File: src/rtl/uart_pkg.sv
// Shared constants and encodings for the UART frame controller.
package uart_pkg;

    // Start-of-frame marker byte.
    localparam logic [7:0] SOF = 8'hAA;

    // Default maximum payload length in bytes (payload bus is 32 bits wide).
    localparam int MAX_LEN_DEFAULT = 4;

    // Parser states.
    typedef enum logic [2:0] {
        ST_IDLE    = 3'd0,
        ST_CMD     = 3'd1,
        ST_LEN     = 3'd2,
        ST_PAYLOAD = 3'd3,
        ST_CHK     = 3'd4,
        ST_HOLD    = 3'd5
    } state_t;

    // Error codes reported on err_code.
    typedef enum logic [1:0] {
        ERR_NONE     = 2'b00,
        ERR_CHECKSUM = 2'b01,
        ERR_LENGTH   = 2'b10,
        ERR_TIMEOUT  = 2'b11
    } err_code_t;

endpackage

File: src/rtl/uart_frame_ctrl.sv
// UART frame parser: SOF, CMD, LEN, payload, XOR checksum.
// A checked frame is held on the outputs until the consumer acknowledges it.
module uart_frame_ctrl
    import uart_pkg::*;
#(
    parameter int TIMEOUT = 1023,
    parameter int MAX_LEN = MAX_LEN_DEFAULT
) (
    input  logic        clk,
    input  logic        rst,
    input  logic [7:0]  rx_data,
    input  logic        rx_ready,
    output logic        frame_valid,
    input  logic        frame_ack,
    output logic [7:0]  frame_cmd,
    output logic [2:0]  frame_len,
    output logic [31:0] frame_payload,
    output logic        err,
    output logic [1:0]  err_code,
    output logic        overrun
);

    // Counter is wide enough to hold TIMEOUT itself, so the compare is reached before any wrap.
    localparam int              CNT_W     = $clog2(TIMEOUT + 1);
    localparam logic [CNT_W-1:0] TIMEOUT_C = CNT_W'(TIMEOUT);
    localparam logic [7:0]       MAX_LEN_B = 8'(MAX_LEN);

    state_t           r_state;
    state_t           w_state_nxt;
    logic [CNT_W-1:0] r_cnt;
    logic [7:0]       r_chk;
    logic [7:0]       r_cmd;
    logic [2:0]       r_len;
    logic [2:0]       r_idx;
    logic [31:0]      r_payload;
    logic             r_valid;
    logic             r_err;
    logic [1:0]       r_err_code;
    logic             r_overrun;

    logic             w_in_frame;
    logic             w_timeout;
    logic             w_last_payload;
    logic             w_err;
    err_code_t        w_err_kind;
    logic             w_valid_set;
    logic             w_release;
    logic             w_overrun;

    assign w_in_frame     = (r_state == ST_CMD) || (r_state == ST_LEN) ||
                            (r_state == ST_PAYLOAD) || (r_state == ST_CHK);
    assign w_timeout      = w_in_frame && !rx_ready && (r_cnt == TIMEOUT_C);
    assign w_last_payload = (r_idx == (r_len - 3'd1));

    // State register.
    always_ff @(posedge clk) begin
        // NOTE: sequential state is written with non-blocking assignments only.
        if (rst) begin
            r_state <= ST_IDLE;
        end else begin
            r_state <= w_state_nxt;
        end
    end

    // Next-state decode plus the error, release and overrun strobes.
    always_comb begin
        // NOTE: every signal gets a default first so no latch is inferred.
        w_state_nxt = r_state;
        w_err       = 1'b0;
        w_err_kind  = ERR_NONE;
        w_valid_set = 1'b0;
        w_release   = 1'b0;
        w_overrun   = 1'b0;

        case (r_state)
            ST_IDLE: begin
                if (rx_ready && rx_data == SOF) w_state_nxt = ST_CMD;
            end
            ST_CMD: begin
                if (rx_ready) w_state_nxt = ST_LEN;
            end
            ST_LEN: begin
                if (rx_ready) begin
                    if (rx_data > MAX_LEN_B) begin
                        w_state_nxt = ST_IDLE;
                        w_err       = 1'b1;
                        w_err_kind  = ERR_LENGTH;
                    end else if (rx_data == 8'd0) begin
                        w_state_nxt = ST_CHK;
                    end else begin
                        w_state_nxt = ST_PAYLOAD;
                    end
                end
            end
            ST_PAYLOAD: begin
                if (rx_ready && w_last_payload) w_state_nxt = ST_CHK;
            end
            ST_CHK: begin
                if (rx_ready) begin
                    if (rx_data == r_chk) begin
                        w_state_nxt = ST_HOLD;
                        w_valid_set = 1'b1;
                    end else begin
                        w_state_nxt = ST_IDLE;
                        w_err       = 1'b1;
                        w_err_kind  = ERR_CHECKSUM;
                    end
                end
            end
            ST_HOLD: begin
                // An ack releases the frame; a byte in the same cycle is treated as an idle byte.
                if (frame_ack) begin
                    w_release   = 1'b1;
                    w_state_nxt = (rx_ready && rx_data == SOF) ? ST_CMD : ST_IDLE;
                end else if (rx_ready) begin
                    w_overrun = 1'b1;
                end
            end
            default: w_state_nxt = ST_IDLE;
        endcase

        // Inter-byte timeout overrides whatever the in-frame state decided.
        if (w_timeout) begin
            w_state_nxt = ST_IDLE;
            w_err       = 1'b1;
            w_err_kind  = ERR_TIMEOUT;
        end
    end

    // Inter-byte idle counter: runs only while inside a frame, cleared by every byte.
    always_ff @(posedge clk) begin
        if (rst) begin
            r_cnt <= '0;
        end else if (w_in_frame && !rx_ready && !w_timeout) begin
            r_cnt <= r_cnt + CNT_W'(1);
        end else begin
            r_cnt <= '0;
        end
    end

    // Byte capture: command, length, payload and running checksum.
    always_ff @(posedge clk) begin
        if (rst) begin
            r_cmd     <= '0;
            r_len     <= '0;
            r_idx     <= '0;
            r_payload <= '0;
            r_chk     <= '0;
        end else if (rx_ready) begin
            case (r_state)
                ST_CMD: begin
                    r_cmd <= rx_data;
                    r_chk <= rx_data;
                end
                ST_LEN: begin
                    r_chk     <= r_chk ^ rx_data;
                    r_len     <= rx_data[2:0];
                    r_idx     <= '0;
                    r_payload <= '0;  // bytes beyond LEN stay zero
                end
                ST_PAYLOAD: begin
                    r_chk <= r_chk ^ rx_data;
                    r_payload[{r_idx[1:0], 3'b000} +: 8] <= rx_data;
                    r_idx <= r_idx + 3'd1;
                end
                default: ;
            endcase
        end
    end

    // Output strobes and the held frame_valid / err_code status.
    always_ff @(posedge clk) begin
        if (rst) begin
            r_valid    <= 1'b0;
            r_err      <= 1'b0;
            r_err_code <= ERR_NONE;
            r_overrun  <= 1'b0;
        end else begin
            r_err     <= w_err;
            r_overrun <= w_overrun;
            if (w_err) r_err_code <= w_err_kind;
            if (w_valid_set)    r_valid <= 1'b1;
            else if (w_release) r_valid <= 1'b0;
        end
    end

    assign frame_valid   = r_valid;
    assign frame_cmd     = r_cmd;
    assign frame_len     = r_len;
    assign frame_payload = r_payload;
    assign err           = r_err;
    assign err_code      = r_err_code;
    assign overrun       = r_overrun;

endmodule
File: config.mk
export PLATFORM = sky130hd
export DESIGN_NAME = uart_frame_ctrl
export DESIGN_NICKNAME = d
export VERILOG_FILES = /design/src/rtl/uart_pkg.sv /design/src/rtl/uart_frame_ctrl.sv
export SDC_FILE = /design/constraint.sdc
export NUM_CORES = 1
export LEC_CHECK = 0
export CAP_MARGIN = 20
export CORE_AREA = 10 10 91 93
export DETAILED_ROUTE_END_ITERATION = 12
export DIE_AREA = 0 0 101 103
export GPL_ROUTABILITY_DRIVEN = 0
export PLACE_DENSITY = 0.78
export SLEW_MARGIN = 0
export SYNTH_ARGS = -nofsm -noshare
export SYNTH_HDL_FRONTEND = slang
export SYNTH_SLANG_ARGS = --single-unit
export TNS_END_PERCENT = 100
File: constraint.sdc
create_clock -name clk -period 2.25 [get_ports clk]
set_input_delay 0.3375 -clock clk [delete_from_list [all_inputs] [get_ports clk]]
set_output_delay 0.3375 -clock clk [all_outputs]
set_load 0.03 [all_outputs]
---- Yosys cells after proc, flatten, opt, wreduce, memory -nomap -nowiden ----
Cells that the tools add are included.
storage, ports and cells
  bits of input ports ..................... 12
  register bits after elaboration ......... 72
cells by class
  order comparisons ....................... 1
  shift-type cells ........................ 2
  reduce and logical (&&, ||, !) cells .... 24
  bitwise operators ....................... 3
  multiplexer cells ....................... 35
  eq/ne operators ......................... 15
  add/sub/neg operators ................... 4
operator list
  kind                    number
  $pmux 32 s2             1
  $bwmux 32               1
  $shift 8x7->32 const A  1
  $shiftx 8x7->32         1
  $mux 3                  9
  $pmux 3 s6              1
  $mux 1                  16
  $pmux 8 s2              1
  $add 10x1->10 const B   1
  $eq 10x10->1 const B    1
  $ne 2x2->1 const B      5
  $eq 8x8->1              1
  $eq 8x8->1 const B      1
  $gt 8x3->1 const B      1
  $logic_not 8->1         1
  $reduce_and 2->1        4
  $xor 8x8->8             1
  $neg 5->7               1
  $eq 3x2->1 const B      2
  $eq 3x3->1 const B      2
  $mux 2                  3
  $pmux 3 s2              1
  $reduce_and 6->1        1
  $reduce_bool 2->1       3
  other kinds (14)        24

---- Logic depth before layout (Yosys ltp) ----
  depth after elaboration ................. 10
  gate-level depth with buffers ........... 8
  gate-level depth less buffers ........... 7

---- Least setup slack after synthesis ----
OpenSTA, ideal clock, no wires.
  path type ............................... register to register
  from .................................... register r_len[0] (netlist: frame_len[0])
  to ...................................... register r_state[1]
  required time ........................... 2.128 ns
  arrival ................................. 1.861 ns
  path slack .............................. 0.267 ns
  path buffers ............................ 0
  cell stages (with the launch flop) ...... 8
  cells stage by stage .................... dfxtp_1 inv_1 ha_1 xnor2_1 o41a_1 or2_0 o21ai_1 a21oi_1
on the way
  longest elaborated chain between the ends .. 5
ends and longest elaborated chain
  item                        line                    source
  start, declared             uart_frame_ctrl.sv:33   logic [2:0] r_len;
  start signal, assigned      uart_frame_ctrl.sv:157  r_len <= rx_data[2:0];
  $sub 3x1->3                 uart_frame_ctrl.sv:53   assign w_last_payload = (r_idx == (r_len - 3'd1));
  $eq 3x3->1                  uart_frame_ctrl.sv:53
  $logic_and 1x1->1           uart_frame_ctrl.sv:96   if (rx_ready && w_last_payload) w_state_nxt = ST_CHK;
  $ne 2x1->1 (no line)        n/a
  $reduce_and 6->1 (no line)  n/a
  end signal, assigned        uart_frame_ctrl.sv:61   r_state <= w_state_nxt;
  end, declared               uart_frame_ctrl.sv:28   state_t r_state;
Every way passes these cells.
A chain may end at the register's enable or synchronous reset.

---- Worst setup path after layout ----
  from .................................... register r_state[1]
  to ...................................... register r_payload[15] (netlist: frame_payload[15])
on the way
  longest elaborated chain between the ends .. 3
  elaborated cells between the ends (all ways) .. 5
  classes of those cells .................. eq/ne (2); mux (1); reduce/logical (2)
ends and longest elaborated chain
  item                           line                    source
  $eq 3x2->1                     uart_frame_ctrl.sv:150  case (r_state)
  $reduce_bool 2->1 (no line)    n/a
  $reduce_and 2->1 (no line)     n/a
  end signal, assigned by index  uart_frame_ctrl.sv:163  r_payload[{r_idx[1:0], 3'b000} +: 8] <= rx_data;
  end, declared                  uart_frame_ctrl.sv:35   logic [31:0] r_payload;
Several ways; a longest one is shown, not always the timed one.

==> metrics.md <==
| Metric | Value |
|---|---|
| Status | `finished, final reports clean` |
| Port-buffer cells | `59` |
| Power per cell area | `607 nW/um^2` |
| HP Start | `rst` |
| Max_slew headroom | `0.671` |
| Final WL | `8.37 mm` |
| Critical path type | `flip-flop to flip-flop` |
| Fin. Hold Viols | `0` |
| Fin. max-slew vios | `0` |
| TritonCTS clock tree | `built` |
| Leak | `about 1.5 nW` |
| First-pass GRT wire length | `13.9 mm` |
| Filler Cell Count | `541` |
| Num Clock Sinks | `around 70` |
| Post-synth top area share | `0.434` |
| Die height | `103 microns` |
| Final Cycle Share | `0.840` |
| Flop-to-flop setup slack | `0.36 ns` |
| Critical path arrival | `2.17 ns` |
| Initial core utilization | `0.506` |
| Antenna violations before repair | `0` |
| FMAX | `529 MHz` |
| DP HPWL | `5.98 mm` |
| RSZ-0062 raised after global routing | `no` |
| CP startpoint | `r_state[1]$_SDFFE_PP0P_` |
| Switching power | `536 uW` |
| Sw Share | `0.208` |
| Leading register cell type out of synthesis | `dfxtp_1` |
| Clk_skew | `0.0120 ns` |
| Clock tree buffer depth | `2` |
| Worst setup EP type | `flip-flop` |
| Ant. Diodes | `0` |
| Post-synth EDFFs | `0` |
| Setup_tns | `0 ns` |
| First drt pass iteration count | `5` |
| Max FO, Critical Path | `11` |
| CP Launch Type | `flip-flop` |
| Avg WL per Cell | `15.4 microns` |
| Clock share of power | `0.466` |
| Total GRT Usage | `0.165` |
| Hold slack | `0.390 ns` |
| Top cells by area, synth | `dfxtp_1 43%, nor2_1 6.8%, a21oi_1 6.3%` |
| Worst VDD drop | `between 0.4 and 0.5 mV` |
| Least-Margin Pin Slew | `0.490 ns` |
| Post-synth cell types | `45` |
| Syn Nets | `about 420` |
| Cell count after synthesis | `about 400` |
| Internal | `2.05 mW` |
| CTS root buf | `clkbuf_8` |
| Via density | `5.37` |
| Final net count | `480` |
| Post-Syn Area | `around 3300 sq um` |
| Final min period | `approximately 1.9 ns` |
| Share of flip-flops with an asynchronous set or reset | `0` |
| HP Class | `input pin to flip-flop` |
| Post-CTS Resized | `0` |
| First-iteration detailed-routing DRC count | `about 270` |
| Layout cells sized above 1 | `0.0884` |
| Post-CTS Hold Buffers | `0` |
| Die width | `between 100 and 150 microns` |
| FF-to-FF Start | `r_state[1]$_SDFFE_PP0P_` |
| Post-CTS setup buffers | `0` |
| Vias | `2,920` |
| Residual DRC | `0` |
| Place WS | `0.167 ns` |
| Sequential share of the synthesized area | `0.434` |
| Average size of a mapped cell | `8.36 sq um` |
| Die ar. | `10,400 sq um` |
| Num CTS Buffers | `9` |
| Rows | `30` |
| Core area | `6570 sq um` |
| Max_cap viols | `0` |
| Remaining global-route overflow | `0` |
| Largest net degree at the start of global routing | `36` |
| Comb power frac | `0.040` |
| Area growth syn-to-layout | `28.1%` |
| Total power | `2.58 mW` |
| YS warnings | `0` |
| Worst-path clk slew | `around 0.080 ns` |
| H-tree lvl count | `3` |
| Remaining antenna violation count | `0` |
| I/O pin count | `60` |
| Setup-failing EPs final | `0` |
| Vias in the first global route | `2,866` |
| Post-synth top area cell | `dfxtp_1` |
| Synth Register Bits | `72` |
| Final setup margin | `0.359 ns` |
| Sequential Power Share | `0.494` |
| Clk_lat worst skew | `0.35 ns` |
| CP required | `2.53 ns` |
[synthesized netlist by cell type, types with 2 or more instances]
master     n
a32oi_1    8
nor2b_1    3
clkbuf_1  12
nor4b_1    2
dfxtp_1   72
buf_4      8
nor2_1    60
a21oi_1   42
nand2_1   53
o31ai_1    2
nand4_1    6
nor3_1    27
xor2_1     4
a31oi_4    3
inv_1      8
xnor2_1   22
nand2b_1   6
and3b_1    2
buf_2      5
nor4_1     3
o21ai_0    4
ha_1       8
and3_1     3
mux2i_1    3
nand3_1    8
and4_1     3
a31oi_1    2
[sequential cells by signal, indices dropped and copies added (netlist names)]
signal,cells
r_cnt,10
r_idx,3
err_code,2
frame_payload,32
frame_len,3
frame_valid,1
overrun,1
r_chk,8
err,1
r_state,3
frame_cmd,8
[power groups by stage]
stage                     logic [mW]  registers (mW)  clock network (mW)
final                          0.103            1.27                1.20
after global routing           0.110            1.27                1.28
after CTS                      0.103            1.27                1.23
after detailed placement       0.102            1.30                   0
after global placement         0.102            1.30                   0
after floorplan               0.0494            1.30                   0
[final timing paths]
path                                                        to  depth (start not counted)
worst max-delay path            frame_payload[15]$_SDFFE_PP0P_                          5
worst min-delay path            frame_payload[23]$_SDFFE_PP0P_                          2
worst max register to register  frame_payload[15]$_SDFFE_PP0P_                          5
worst min register to register        err_code[1]$_SDFFE_PP0P_                          2
[layer usage]
layer,vias to the layer above,track usage,part of all wire
met4,0,0.0707,0.016
met5,-,0,0
met3,12,0.0563,0.071
li1,1477,-,-
met1,1354,0.198,0.45
met2,77,0.263,0.47
[cells in the final DEF (no fill, tap or decap), types with 2 or more instances in the layout]
| master | count |
|---|---|
| and3b_1 | 2 |
| dfxtp_1 | 72 |
| xor2_1 | 4 |
| a31oi_4 | 3 |
| a31oi_1 | 2 |
| nand4_1 | 6 |
| nand2_1 | 53 |
| clkinv_2 | 2 |
| nor2b_1 | 3 |
| bufinv_16 | 3 |
| nor3_1 | 27 |
| nand3_1 | 8 |
| a21oi_1 | 42 |
| nand2b_1 | 6 |
| inv_1 | 8 |
| and3_1 | 3 |
| o31ai_1 | 2 |
| nor2_1 | 60 |
| and4_1 | 3 |
| ha_1 | 8 |
| o21ai_0 | 4 |
| clkdlybuf4s50_1 | 58 |
| nor4b_1 | 2 |
| clkbuf_8 | 9 |
| xnor2_1 | 22 |
| nor4_1 | 3 |
| mux2i_1 | 3 |
| buf_4 | 18 |
| a32oi_1 | 8 |
[metrics by stage]
step           instances   util  area (sq um)
3_3_place_gp         529  0.612          4020
6_report             544  0.647          4250
4_1_cts              544  0.647          4250
5_1_grt              544  0.647          4250
3_5_place_dp         529  0.612          4020
2_1_floorplan        397      -          3320
[critical path, stage by stage (launching register included)]
cell and delay, ns:
dfxtp_1 0.49, nor2b_1 0.39, nand2_2 0.17, nor4_4 0.47
a32oi_1 0.19, nor2_1 0.11
[layout make-up]
type	count	area, sq um	area share
multi-input combinational	291	1710	0.402
sequential	72	1440	0.339
timing repair buffer	78	741	0.174
clock buffer	9	124	0.0291
clock inverter	6	109	0.0256
tap	80	100	0.0235
inverter	8	30.0	0.00706
[cells by family after synthesis]
kind of cell | count (synthesis) | share of synthesized area
xor+xnor | 27 | 0.0757
flops | 72 | 0.434
buf+inv | 34 | 0.0516
simple gates | 185 | 0.265
compound gates | 68 | 0.135
mux | 3 | 0.00904
fa+ha+maj | 8 | 0.0301
Power figures use the tool's default switching activity.
